==> config.mk <==
export PLATFORM = sky130hd
export DESIGN_NAME = ascii_calc_n
export DESIGN_NICKNAME = d
export VERILOG_FILES = /design/src/rtl/ascii_calc_n.sv
export SDC_FILE = /design/constraint.sdc
export NUM_CORES = 1
export LEC_CHECK = 0
export ABC_AREA = 1
export CORE_MARGIN = 3
export CORE_UTILIZATION = 61
export CTS_BUF_LIST = sky130_fd_sc_hd__clkbuf_2
export DETAILED_ROUTE_END_ITERATION = 8
export GPL_TIMING_DRIVEN = 0
export PLACE_DENSITY_LB_ADDON = 0.05
export SLEW_MARGIN = 25
export SYNTH_ARGS = -nofsm -noshare
export SYNTH_HDL_FRONTEND = slang
export SYNTH_SLANG_ARGS = --single-unit
==> constraint.sdc <==
create_clock -name clk12m -period 2 [get_ports clk12m]
set_input_delay 0.2 -clock clk12m [delete_from_list [all_inputs] [get_ports clk12m]]
set_output_delay 0.2 -clock clk12m [all_outputs]
set_load 0.005 [all_outputs]
==> src/rtl/ascii_calc_n.sv <==
// ascii_calc_n: hex byte-stream calculator sitting between UART RX and TX.
// Parses two DIGITS-wide hex operands and an operator, computes the result,
// and emits it as an ASCII line ("c" + hex digits + CR LF) or "?" CR LF on error.
module ascii_calc_n #(
    parameter int DIGITS = 2
) (
    input  logic                clk12m,
    input  logic                rst,
    input  logic [7:0]          rx_data,
    input  logic                rx_data_rdy,
    input  logic                tx_busy,
    output logic [7:0]          tx_data,
    output logic                tx_data_rdy,
    output logic [4*DIGITS-1:0] result,
    output logic                carry,
    output logic [4:0]          leds,
    output logic                busy
);

    localparam int W = 4 * DIGITS;
    localparam logic [2:0] LAST_DIGIT = 3'(DIGITS - 1);
    localparam logic [2:0] SEND_LEN   = 3'(DIGITS + 3);
    localparam logic [2:0] ERR_LEN    = 3'd3;
    localparam logic [2:0] CR_IDX     = 3'(DIGITS + 1);
    localparam logic [2:0] DIGIT_END  = 3'(DIGITS);
    localparam logic [7:0] ESC        = 8'h1B;

    typedef enum logic [2:0] {
        S_OP1,
        S_OP2,
        S_OPER,
        S_EXEC,
        S_SEND,
        S_ERR
    } state_t;

    state_t         state_q, state_d;
    logic [W-1:0]   op1_q, op1_d;
    logic [W-1:0]   op2_q, op2_d;
    logic [W-1:0]   result_q, result_d;
    logic           carry_q, carry_d;
    logic [7:0]     oper_q, oper_d;
    logic [2:0]     cnt_q, cnt_d;
    logic [2:0]     idx_q, idx_d;
    logic [7:0]     tx_data_q, tx_data_d;
    logic           tx_rdy_q, tx_rdy_d;

    logic           accept;
    logic           is_digit;
    logic [3:0]     digit;
    logic           is_op;
    logic [W:0]     sum;
    logic [W:0]     diff;
    logic [3:0]     tx_nib;
    logic [7:0]     tx_hex;
    logic [7:0]     send_byte;
    logic [7:0]     err_byte;

    assign busy   = (state_q == S_EXEC) || (state_q == S_SEND) || (state_q == S_ERR);
    assign accept = rx_data_rdy && !busy;

    // Classify the incoming byte as a hex digit and/or an operator.
    always_comb begin
        is_digit = 1'b0;
        digit    = '0;
        is_op    = 1'b0;
        if (rx_data >= 8'h30 && rx_data <= 8'h39) begin
            is_digit = 1'b1;
            digit    = rx_data[3:0];
        end else if ((rx_data >= 8'h61 && rx_data <= 8'h66) ||
                     (rx_data >= 8'h41 && rx_data <= 8'h46)) begin
            is_digit = 1'b1;
            digit    = rx_data[3:0] + 4'd9;
        end
        case (rx_data)
            8'h2B, 8'h2D, 8'h26, 8'h7C, 8'h5E: is_op = 1'b1;
            default:                           is_op = 1'b0;
        endcase
    end

    // Arithmetic on the latched operands; bit W is carry (add) or borrow (sub).
    always_comb begin
        sum  = {1'b0, op1_q} + {1'b0, op2_q};
        diff = {1'b0, op1_q} - {1'b0, op2_q};
    end

    // Select the outgoing byte for the current line position.
    always_comb begin
        tx_nib = '0;
        for (int unsigned i = 0; i < DIGITS; i++) begin
            if (idx_q == 3'(i + 1)) tx_nib = result_q[4*(DIGITS-1-i) +: 4];
        end
        tx_hex = (tx_nib < 4'd10) ? (8'h30 + {4'h0, tx_nib}) : (8'h57 + {4'h0, tx_nib});
        if (idx_q == 3'd0)            send_byte = carry_q ? 8'h31 : 8'h30;
        else if (idx_q <= DIGIT_END)  send_byte = tx_hex;
        else if (idx_q == CR_IDX)     send_byte = 8'h0D;
        else                          send_byte = 8'h0A;
        case (idx_q)
            3'd0:    err_byte = 8'h3F;
            3'd1:    err_byte = 8'h0D;
            default: err_byte = 8'h0A;
        endcase
    end

    // Next-state and datapath updates for the parser / transmit sequencer.
    always_comb begin
        state_d   = state_q;
        op1_d     = op1_q;
        op2_d     = op2_q;
        result_d  = result_q;
        carry_d   = carry_q;
        oper_d    = oper_q;
        cnt_d     = cnt_q;
        idx_d     = idx_q;
        tx_data_d = tx_data_q;
        tx_rdy_d  = 1'b0;

        case (state_q)
            S_OP1, S_OP2: begin
                if (accept) begin
                    if (rx_data == ESC) begin
                        state_d = S_OP1;
                        op1_d   = '0;
                        op2_d   = '0;
                        cnt_d   = '0;
                    end else if (is_digit) begin
                        if (state_q == S_OP1) op1_d = (op1_q << 4) | W'(digit);
                        else                  op2_d = (op2_q << 4) | W'(digit);
                        if (cnt_q == LAST_DIGIT) begin
                            cnt_d   = '0;
                            state_d = (state_q == S_OP1) ? S_OP2 : S_OPER;
                        end else begin
                            cnt_d = cnt_q + 3'd1;
                        end
                    end else begin
                        state_d = S_ERR;
                    end
                end
            end
            S_OPER: begin
                if (accept) begin
                    if (rx_data == ESC) begin
                        state_d = S_OP1;
                        op1_d   = '0;
                        op2_d   = '0;
                        cnt_d   = '0;
                    end else if (is_op) begin
                        oper_d  = rx_data;
                        state_d = S_EXEC;
                    end else begin
                        state_d = S_ERR;
                    end
                end
            end
            S_EXEC: begin
                case (oper_q)
                    8'h2B: {carry_d, result_d} = sum;
                    8'h2D: begin
                        result_d = diff[W-1:0];
                        carry_d  = diff[W];
                    end
                    8'h26: begin result_d = op1_q & op2_q; carry_d = 1'b0; end
                    8'h7C: begin result_d = op1_q | op2_q; carry_d = 1'b0; end
                    8'h5E: begin result_d = op1_q ^ op2_q; carry_d = 1'b0; end
                    default: ;
                endcase
                idx_d   = '0;
                state_d = S_SEND;
            end
            S_SEND, S_ERR: begin
                // The line ends on the edge after the final strobe; the strobe
                // flag itself enforces the idle cycle between bytes.
                if (tx_rdy_q && idx_q == ((state_q == S_SEND) ? SEND_LEN : ERR_LEN)) begin
                    state_d = S_OP1;
                    op1_d   = '0;
                    op2_d   = '0;
                    cnt_d   = '0;
                    idx_d   = '0;
                end else if (!tx_rdy_q && !tx_busy) begin
                    tx_rdy_d  = 1'b1;
                    tx_data_d = (state_q == S_SEND) ? send_byte : err_byte;
                    idx_d     = idx_q + 3'd1;
                end
            end
            default: state_d = S_OP1;
        endcase
    end

    // State and datapath registers.
    always_ff @(posedge clk12m or posedge rst) begin
        if (rst) begin
            state_q   <= S_OP1;
            op1_q     <= '0;
            op2_q     <= '0;
            result_q  <= '0;
            carry_q   <= 1'b0;
            oper_q    <= '0;
            cnt_q     <= '0;
            idx_q     <= '0;
            tx_data_q <= '0;
            tx_rdy_q  <= 1'b0;
        end else begin
            state_q   <= state_d;
            op1_q     <= op1_d;
            op2_q     <= op2_d;
            result_q  <= result_d;
            carry_q   <= carry_d;
            oper_q    <= oper_d;
            cnt_q     <= cnt_d;
            idx_q     <= idx_d;
            tx_data_q <= tx_data_d;
            tx_rdy_q  <= tx_rdy_d;
        end
    end

    assign tx_data     = tx_data_q;
    assign tx_data_rdy = tx_rdy_q;
    assign result      = result_q;
    assign carry       = carry_q;
    assign leds        = {carry_q, result_q[3:0]};

endmodule

==> impl_metrics.env, run 1 <==
export IMPL_status="finished clean"
export IMPL_synthCells=608
export IMPL_grt_first_pass_wirelength_mm=16.72
export IMPL_synth_area_per_cell_um2=6.768
export IMPL_timing_reg2reg_worst_path_depth=9
export IMPL_intPower_uw=2203
export IMPL_synth_top_cell_area_share_pct=30.40
export IMPL_source_to_sink_clock_delay_at_the_later_pin_of_the_worst_skew_pair_ns=0.43
export IMPL_die_height_um=88.14
export IMPL_async_reset_ff_share_pct=100.0
export IMPL_sequentialPowerShare_pct=32.3
export IMPL_totalWireLength_mm=10.19
export IMPL_synth_enable_flop_cells=0
export IMPL_synth_area_top_cells="sky130_fd_sc_hd__dfrtp_1, sky130_fd_sc_hd__nand2_1, sky130_fd_sc_hd__ha_1"
export IMPL_final_setup_worst_slack_ns=0.09430
export IMPL_routed_via_count=4129
export IMPL_starting_utilization_of_the_core_area_pct=63.72
export IMPL_worst_ir_drop_on_vdd_mv=0.6216
export IMPL_cp_start_kind="flop"
export IMPL_max_clock_path_buffers=2
export IMPL_layout_min_cycle_time_ns=1.906
export IMPL_grt_start_max_net_pins=27
export IMPL_clock_root_buffer="sky130_fd_sc_hd__clkbuf_2"
export IMPL_insertedDiodeCount=0
export IMPL_clock_buffers_created_by_tritoncts=5
export IMPL_fraction_of_final_layout_cells_sized_beyond_drive_strength_1_pct=13.92
export IMPL_synth_main_ff_cell="sky130_fd_sc_hd__dfrtp_1"
export IMPL_route_detailed_vias_per_inst=5.542
export IMPL_power_switching_uw=1817
export IMPL_mostFrequentLayoutCell="sky130_fd_sc_hd__nand2_1"
export IMPL_critical_path_arrival_ns=2.27
export IMPL_synth_fp_nets=657
export IMPL_cts_sink_count=50
export IMPL_r2r_end="op1_q[5]"
export IMPL_areaGrowthSynthToFinish_pct=18.21
export IMPL_report_power_total_uw=4020
export IMPL_reg2reg_slack_ns=0.09
export IMPL_finalSetupViolCount=0
export IMPL_final_core_util_pct=75.32
export IMPL_drt_drc_violations_left=0
export IMPL_worstMarginPinSlew_ns=0.5904
export IMPL_boundaryPins=36
export IMPL_r2r_start="state_q[1]"
export IMPL_grt_total_usage_pct=26.94
export IMPL_worst_case_clock_skew_ns=0.02142
export IMPL_drt_pass1_iterations=5
export IMPL_nets=717
export IMPL_cts_htree_levels=2
export IMPL_place_gp_congestion=0.9264
export IMPL_final_global_route_overflow_total=0
export IMPL_timing_worst_setup_path_type="flop to flop"
export IMPL_ys_seq_elements=50
export IMPL_cts_hold_buf=0
export IMPL_timing_max_slew_rel_slack_pct=60.58
export IMPL_most_used_cells_in_the_layout_excluding_fill_and_tap_cells="sky130_fd_sc_hd__nand2_1, sky130_fd_sc_hd__inv_1, sky130_fd_sc_hd__nor2_1"
export IMPL_syn_std_cell_area_um2=4115
export IMPL_clk_transition_reported_paths_ns=0.26
export IMPL_rows=29
export IMPL_die_area_um2=7768
export IMPL_timing_max_transition_violations_final=0
export IMPL_share_of_the_yosys_chip_area_belonging_to_registers_pct=30.40
export IMPL_cts_tree="done"
export IMPL_stdcell_count=745
export IMPL_fp_dieW_um=88.14
export IMPL_clock_power_share_pct=13.0
export IMPL_antenna_violating_nets_remaining=0
export IMPL_antenna_found_initial=0
export IMPL_core_area_um2=6459
export IMPL_power_frac_comb_pct=54.7
export IMPL_placedCellCount=720
export IMPL_placement_io_buffers=34
export IMPL_timing_critical_path_required_ns=2.36
export IMPL_maxClockFrequency_mhz=524.7
export IMPL_cp_end_kind="flop"
export IMPL_cp_cell_sequence="buf_4, nor2_1, nand2_1, nor2_1, nor2_2, nand2_1, nor2_4, buf_6, o21ai_0"
export IMPL_hpwl_mm=7.742
export IMPL_worst_hold_path_type="input port to asynchronous set/reset pin"
export IMPL_post_synth_num_cell_types=37
export IMPL_path_max_fanout=10
export IMPL_hold_viol_final=0
export IMPL_setup_repair_after_global_routing_missed_its_margin="true"
export IMPL_cellLeakagePower_uw=0.002481
export IMPL_drv_max_cap_violation_count=0
export IMPL_yosys_area_top_type="sky130_fd_sc_hd__dfrtp_1"
export IMPL_placement_setup_worst_slack_ns=-0.4700
export IMPL_worst_path_cell_with_the_longest_stage_delay="sky130_fd_sc_hd__dfrtp_1"
export IMPL_fin_crit_sh_pct=95.28
export IMPL_power_density_cell_area_nw_per_um2=826.3
export IMPL_routed_wire_length_per_instance_um=13.68
export IMPL_yosysWarningCount=0
export IMPL_critPathMaxStageDelay_ns=0.49
export IMPL_grt_pass1_vias=3679
export IMPL_p_sw_share_pct=45.20
export IMPL_drt_iter0_markers=285
## cells by family (layout without fill, tap and decap cells)
kind of cell	after synthesis	after routing	share of synthesized area (%)
AND/OR/NAND/NOR	334	334	35.91
AO/OA/AOI/OAI	78	78	10.52
other	1	1	0.09113
XOR/XNOR	4	4	0.8512
buffers and inverters	104	164	10.61
adder cells (fa/ha/maj)	37	37	11.61
flip-flops	50	50	30.40
## area by class of cell
class,count,area [µm²]
plain buffers,10,83.83
clock buffers,5,25.02
clock inverters,2,33.78
fillers,526,1594
inverters,91,341.6
multi-input cells,454,2506
flip-flops and latches,50,1252
well taps,77,96.34
repair buffers,56,525.5
## worst max path at each step
| stage | slack [ns] | to | cells past startpoint | startpoint |
|---|---|---|---|---|
| finish | 0.09 | op1_q[5] | 9 | state_q[1] |
| global route | -0.06 | tx_data[2] | 10 | idx_q[0] |
| CTS | 0.01 | tx_data[1] | 11 | idx_q[1] |
| detailed placement | -0.47 | op1_q[2] | 13 | rx_data[0] |
| global placement | -0.39 | op1_q[4] | 14 | rx_data[0] |
| floorplan | 0.28 | result[4] | 12 | op1_q[0] |
## layer usage
metal / vias up / GRT usage, % / part of all wire, % / wire [µm]
li1: 2048 / - / - / -
met4: 0 / 7.280 / 1.5 / 158
met3: 17 / 3.763 / 5.6 / 575
met5: - / 0 / 0 / 0
met1: 1926 / 35.88 / 44 / 4486
met2: 138 / 46.03 / 49 / 4973
## critical path, delay by kind of cell, from the launching register on
kind	cells	cell delay, ns
compound gates	1	0.17
buf+inv	2	0.30
flops	1	0.49
simple gates	6	0.89
## state kept, by name (all words and copies together) (netlist names)
signal       cells
tx_data_rdy      1
op2_q            8
result           8
tx_data          7
cnt_q            3
oper_q           8
idx_q            3
state_q          3
op1_q            8
carry            1
## per-stage QoR
step	hold WS [ns]	setup TNS, ns	area (µm²)
6_report	0.1057	0	4865
5_1_grt	0.09215	-0.08568	4865
4_1_cts	0.1095	0	4673
3_5_place_dp	0.4664	-10.23	4572
3_3_place_gp	0.4628	-25.60	4552
2_1_floorplan	0.3168	0	4115
## synthesized netlist by cell type (all sizes together) (2+ instances only)
cell and instances:
clkbuf 3, inv 90, nand2 174, ha 35, fa 2, o21bai 2
nor2 82, a21oi 20, nor3 11, buf 10, dfrtp 50, or2 4
o21ai 42, o211ai 6, nand4 10, o22ai 4, nand3 52, xor2 4
## what timing repair did
item                                    4_1_cts  5_1_grt
endpoints found under the hold margin         0        0
pin swaps                                     3        4
endpoints found under the setup margin        7       38
setup buffers                                 5       16
resized for setup                             3       36
## power groups by stage
stage | logic, µW | registers [µW] | clock network (µW)
global route | 2510 | 1320 | 572
CTS | 2020 | 1290 | 532
global placement | 1910 | 1310 | 0
detailed placement | 1970 | 1320 | 0
finish | 2200 | 1300 | 522
floorplan | 1430 | 1300 | 0
No activity file was read; power rests on OpenSTA's default activity.
==> run 2: changes to the inputs <==
Settings changed: CORE_UTILIZATION 61 to 27.
==> impl_metrics.env, run 2 (synthesized netlist as in run 1, its figures left out) <==
export IMPL_p_sw_share_pct=45.75
export IMPL_final_core_util_pct=35.97
export IMPL_stdcell_area_um2=5288
export IMPL_grt_pass1_vias=3807
export IMPL_final_global_route_overflow_total=0
export IMPL_finalSetupViolCount=0
export IMPL_setup_repair_after_global_routing_missed_its_margin="true"
export IMPL_place_gp_congestion=0.8803
export IMPL_grt_first_pass_wirelength_mm=19.51
export IMPL_critical_path_arrival_ns=2.32
export IMPL_cts_tree="done"
export IMPL_areaGrowthSynthToFinish_pct=28.49
export IMPL_intPower_uw=2344
export IMPL_die_area_um2=16760
export IMPL_drv_max_cap_violation_count=0
export IMPL_drt_drc_violations_left=0
export IMPL_starting_utilization_of_the_core_area_pct=28.00
export IMPL_drt_iter0_markers=151
export IMPL_power_density_cell_area_nw_per_um2=817.1
export IMPL_clock_buffers_created_by_tritoncts=5
export IMPL_cp_start_kind="flop"
export IMPL_layout_min_cycle_time_ns=1.907
export IMPL_die_height_um=129.5
export IMPL_hpwl_mm=9.226
export IMPL_fin_crit_sh_pct=95.33
export IMPL_worst_ir_drop_on_vdd_mv=0.2901
export IMPL_cellLeakagePower_uw=0.002596
export IMPL_source_to_sink_clock_delay_at_the_later_pin_of_the_worst_skew_pair_ns=0.53
export IMPL_fp_dieW_um=129.5
export IMPL_cts_htree_levels=2
export IMPL_timing_max_transition_violations_final=0
export IMPL_critPathMaxStageDelay_ns=0.46
export IMPL_placedCellCount=827
export IMPL_routed_via_count=4023
export IMPL_antenna_violating_nets_remaining=0
export IMPL_nets=736
export IMPL_sequentialPowerShare_pct=30.0
export IMPL_power_switching_uw=1977
export IMPL_clk_transition_reported_paths_ns=0.29
export IMPL_timing_critical_path_required_ns=2.42
export IMPL_clock_root_buffer="sky130_fd_sc_hd__clkbuf_2"
export IMPL_hold_viol_final=0
export IMPL_route_detailed_vias_per_inst=4.614
export IMPL_grt_start_max_net_pins=45
export IMPL_worst_hold_path_type="input port to flop"
export IMPL_stdcell_count=872
export IMPL_drt_pass1_iterations=4
export IMPL_path_max_fanout=3
export IMPL_cp_end_kind="flop"
export IMPL_worst_path_cell_with_the_longest_stage_delay="sky130_fd_sc_hd__dfrtp_1"
export IMPL_placed_area_um2=4716
export IMPL_insertedDiodeCount=0
export IMPL_mostFrequentLayoutCell="sky130_fd_sc_hd__nand2_1"
export IMPL_placement_setup_worst_slack_ns=-0.5087
export IMPL_maxClockFrequency_mhz=524.5
export IMPL_most_used_cells_in_the_layout_excluding_fill_and_tap_cells="sky130_fd_sc_hd__nand2_1, sky130_fd_sc_hd__inv_1, sky130_fd_sc_hd__nor2_1"
export IMPL_critical_path_top_cell_by_count="sky130_fd_sc_hd__nand2_1"
export IMPL_routed_wire_length_per_instance_um=13.63
export IMPL_placement_io_buffers=34
export IMPL_clock_power_share_pct=14.0
export IMPL_timing_worst_setup_path_type="flop to flop"
export IMPL_boundaryPins=36
export IMPL_cts_sink_count=50
export IMPL_worst_case_clock_skew_ns=0.04376
export IMPL_final_setup_worst_slack_ns=0.09331
export IMPL_core_area_um2=14700
export IMPL_grt_total_usage_pct=14.56
export IMPL_antenna_found_initial=0
export IMPL_worst_hold_slack_ns=0.2560
export IMPL_status="finished clean"
export IMPL_totalWireLength_mm=11.88
export IMPL_fraction_of_final_layout_cells_sized_beyond_drive_strength_1_pct=20.93
export IMPL_max_clock_path_buffers=2
export IMPL_power_frac_comb_pct=56.0
export IMPL_rows=44
export IMPL_cp_cell_sequence="inv_2, ha_4, inv_2, fa_2, nand2_1, nand2_1, nand2_1, nand2_1, o21ai_0, nand2_1, o21ai_1, nand2_1"
## run 2: changes by cell type in the layout (fill, tap and decap cells not counted), sizes merged
cell,previous run,this run
clkinvlp,0,1
dlygate4sd3,0,1
buf,32,49
clkdlybuf4s50,31,33
clkbuf,5,6
dlygate4sd2,0,1
dlymetal6s2s,3,0
## run 2: stage by stage
step	TNS (ns)	power, µW
floorplan	0	2724
global placement	-39.66	3357
detailed placement	-11.80	3360
CTS	0	4049
global route	-0.2350	4753
finish	0	4320
## run 2: worst paths after layout
path	start	to	slack [ns]	cells past startpoint
setup / recovery	op1_q[0]	result[4]	0.09	12
hold / removal	rx_data[6]	oper_q[6]	0.26	3
setup reg to reg	op1_q[0]	result[4]	0.09	12
hold reg to reg	tx_data[5]	tx_data[5]	0.53	1
max in group asynchronous	rst	result[5]	1.13	4
min in group asynchronous	rst	state_q[2]	0.40	3
## run 2: worst max-delay path: cells and delay by family, from the launching register on
| kind | cells | cell delay, ns |
|---|---|---|
| buffers and inverters | 2 | 0.14 |
| adder cells (fa/ha/maj) | 2 | 0.55 |
| AO/OA/AOI/OAI | 2 | 0.27 |
| AND/OR/NAND/NOR | 6 | 0.38 |
| flip-flops | 1 | 0.46 |
## run 2: repair_timing
action | in CTS | in global routing
pin swaps | 5 | 15
hold buffers | 1 | 0
gates resized for setup | 11 | 67
setup buffers | 12 | 26
endpoints found under the hold margin | 6 | 0
setup endpoints to repair | 14 | 41
cloned | 0 | 1
## run 2: power groups by stage
| stage | Clock (µW) | Sequential (µW) | Combinational [µW] |
|---|---|---|---|
| 2_1_floorplan | 0 | 1300 | 1430 |
| 3_3_place_gp | 0 | 1310 | 2040 |
| 3_5_place_dp | 0 | 1320 | 2040 |
| 4_1_cts | 637 | 1300 | 2110 |
| 5_1_grt | 675 | 1320 | 2760 |
| 6_report | 603 | 1300 | 2420 |
## run 2: layout make-up
| cell class | instances | area [µm²] |
|---|---|---|
| timing repair buffer | 75 | 685.7 |
| clock inverter | 3 | 43.79 |
| sequential | 50 | 1255 |
| fill | 1583 | 9412 |
| clock buffer | 5 | 25.02 |
| buffer | 10 | 83.83 |
| inverter | 91 | 347.8 |
| tap | 184 | 230.2 |
| multi-input combinational | 454 | 2616 |
## run 2: per-layer routing
layer  GRT usage, %  vias to the layer above  part of all wire [%]
met5              0                        -                     0
met4          3.240                        0                   1.1
met3          2.721                       10                   3.0
met2          24.24                       64                    48
met1          19.72                     1858                    48
li1               -                     2091                     -
==> RTL change (config.mk and constraints of run 1) <==
Re-encode `state_t` (6 states) as one-hot, 6 bits wide.
--- a/src/rtl/ascii_calc_n.sv
+++ b/src/rtl/ascii_calc_n.sv
@@ -27,9 +27,9 @@
 
-    typedef enum logic [2:0] {
-        S_OP1,
-        S_OP2,
-        S_OPER,
-        S_EXEC,
-        S_SEND,
-        S_ERR
+    typedef enum logic [5:0] {
+        S_OP1  = 6'b000001,
+        S_OP2  = 6'b000010,
+        S_OPER = 6'b000100,
+        S_EXEC = 6'b001000,
+        S_SEND = 6'b010000,
+        S_ERR  = 6'b100000
     } state_t;
Formal check against the unedited RTL: no difference found for any inputs over 4 cycles, from zero or initial values and one cycle with rst high; so few cycles prove little.
==> RTL change against run 1 <==
  * Count of clock-buffer cells in the layout unchanged
  * Setup slack got worse by 0.040 ns
  * Routed wire length increased by 19%
  * Sequential cell count grew 3
  * Area after synthesis increased by 5.3%
  * Synthesized cell count up 2.8%
  * Clock skew is 0.0062 ns higher
  * Critical path depth rose by 3
  * Global-route usage is 0.084 points lower
  * Design area grew 11%
  * Critical endpoint is now op2_q[2]
  * Highest routed layer unchanged
Power is not compared: it rests on default switching activity, and its combinational part moved more than twofold at a synthesized area within 25%.
==> RTL change: results (changes against run 1) <==
| Metric | Value |
|---|---|
| Status | complete, no violations |
| # diodes | 0 (unchanged) |
| Share of layout cells above drive strength 1 | 0.204 (+0.0645) |
| Skew final | 0.0276 ns (+0.00621 ns) |
| FF+latch count | 53 (+6.0%) |
| P_comb | 4.55 mW |
| Fillers | 536 (+1.9%) |
| Port bufs | 33 (-2.9%) |
| Hpwl dp | 8.18 mm (+5.6%) |
| Non-clock buffer count | 80 (+21%) |
| Synth area leaders | dfrtp_1 (30%), nand2_1 (15%), ha_1 (10%) |
| WL/cell | 15.2 µm (+11%) |
| Sequential cell area share | 0.247 (-0.0102) |
| Setup Buffers After CTS | 8 (+3) |
| Largest net degree at the start of global routing | 54 (+100%) |
| Synth Area per Inst | 6.93 µm² (+2.5%) |
| Worst EP arrival | 2.35 ns (+0.08 ns) |
| Slowest stage cell, crit path | dfrtp_2 |
| Inverter count | 88 (-3.3%) |
| Post-synthesis mux area share | 0.00231 (+0.00231) |
| Worst skew pair latency | 0.47 ns (+0.04 ns) |
| Total track usage | 0.269 (-0.000836) |
| Routability cong. | 0.912 (-1.6%) |
| Share of the synthesized area in the top cell type | 0.300 (-0.00381) |
| First DRT Iteration DRCs | 487 (+71%) |
| Routed vias | 4472 (+8.3%) |
| First-pass GRT wire length | 18.3 mm (+9.7%) |
| Vias per cell | 5.64 (+1.8%) |
| Synth top cells by count | nand2_1 (168), inv_1 (82), nand3_1 (70) |
| Routed length on met2 | 5.90 mm (+19%) |
| Syn Nets | 674 (+2.6%) |
| DRT met1 WL | 5.17 mm (+15%) |
| Slew @ Worst Pin | 0.658 ns (+0.0673 ns) |
| Met3 WL | 704 µm (+22%) |
| Pre-CTS setup slack | -0.450 ns (+0.0195 ns) |
| Multi-In Gates | 469 (+3.3%) |
| Post-synthesis cell type count | 44 (+19%) |
| Non-clock buffer share | 0.134 (+0.00871) |
| Worst Reg-to-Reg Cells | 12 (+3) |
| DRT Pass-1 Iters | 7 (+2) |
| Sequential area share after synthesis | 0.306 (+0.00225) |
| Critical-path maximum fanout | 8 (-2) |
| Worst Setup Slack, final | 0.0539 ns (-0.0404 ns) |
| Maximum VDD drop | 1.02 mV |
| Fraction of area in multi-input gates | 0.522 (+0.00700) |
| Compound-Gate Fraction of Synth Area | 0.0973 (-0.00791) |
RTL change: changes by cell type in the layout (fill, tap and decap cells not counted), moves of 4 or more:
cell and delta:
nor2_1 -19, nor2_2 +5, buf_4 +13, ha_4 +4, nand3_1 +14, o21ai_0 -8
xor2_1 +4, inv_1 -9, nand4_1 +6, nor3_1 -4, nand3_2 +4
RTL change: stage by stage:
stage | utilization | cell area, µm² | setup TNS [ns]
2_1_floorplan | - | 4330 | 0
3_3_place_gp | 0.700 | 4780 | -29.46
3_5_place_dp | 0.701 | 4790 | -9.94
4_1_cts | 0.722 | 4930 | -0.102
5_1_grt | 0.789 | 5390 | -0.476
6_report | 0.789 | 5390 | 0
RTL change: routing by layer:
layer,track usage,up-vias
met5,0,-
met4,0.0561,0
met3,0.0408,33
met2,0.449,203
met1,0.371,2077
li1,-,2159
RTL change: worst max path at each step:
stage | end
floorplan | tx_data[1]
detailed placement | op2_q[2]
finish | op2_q[2]
global route | state_q[0]
CTS | busy
global placement | op2_q[6]
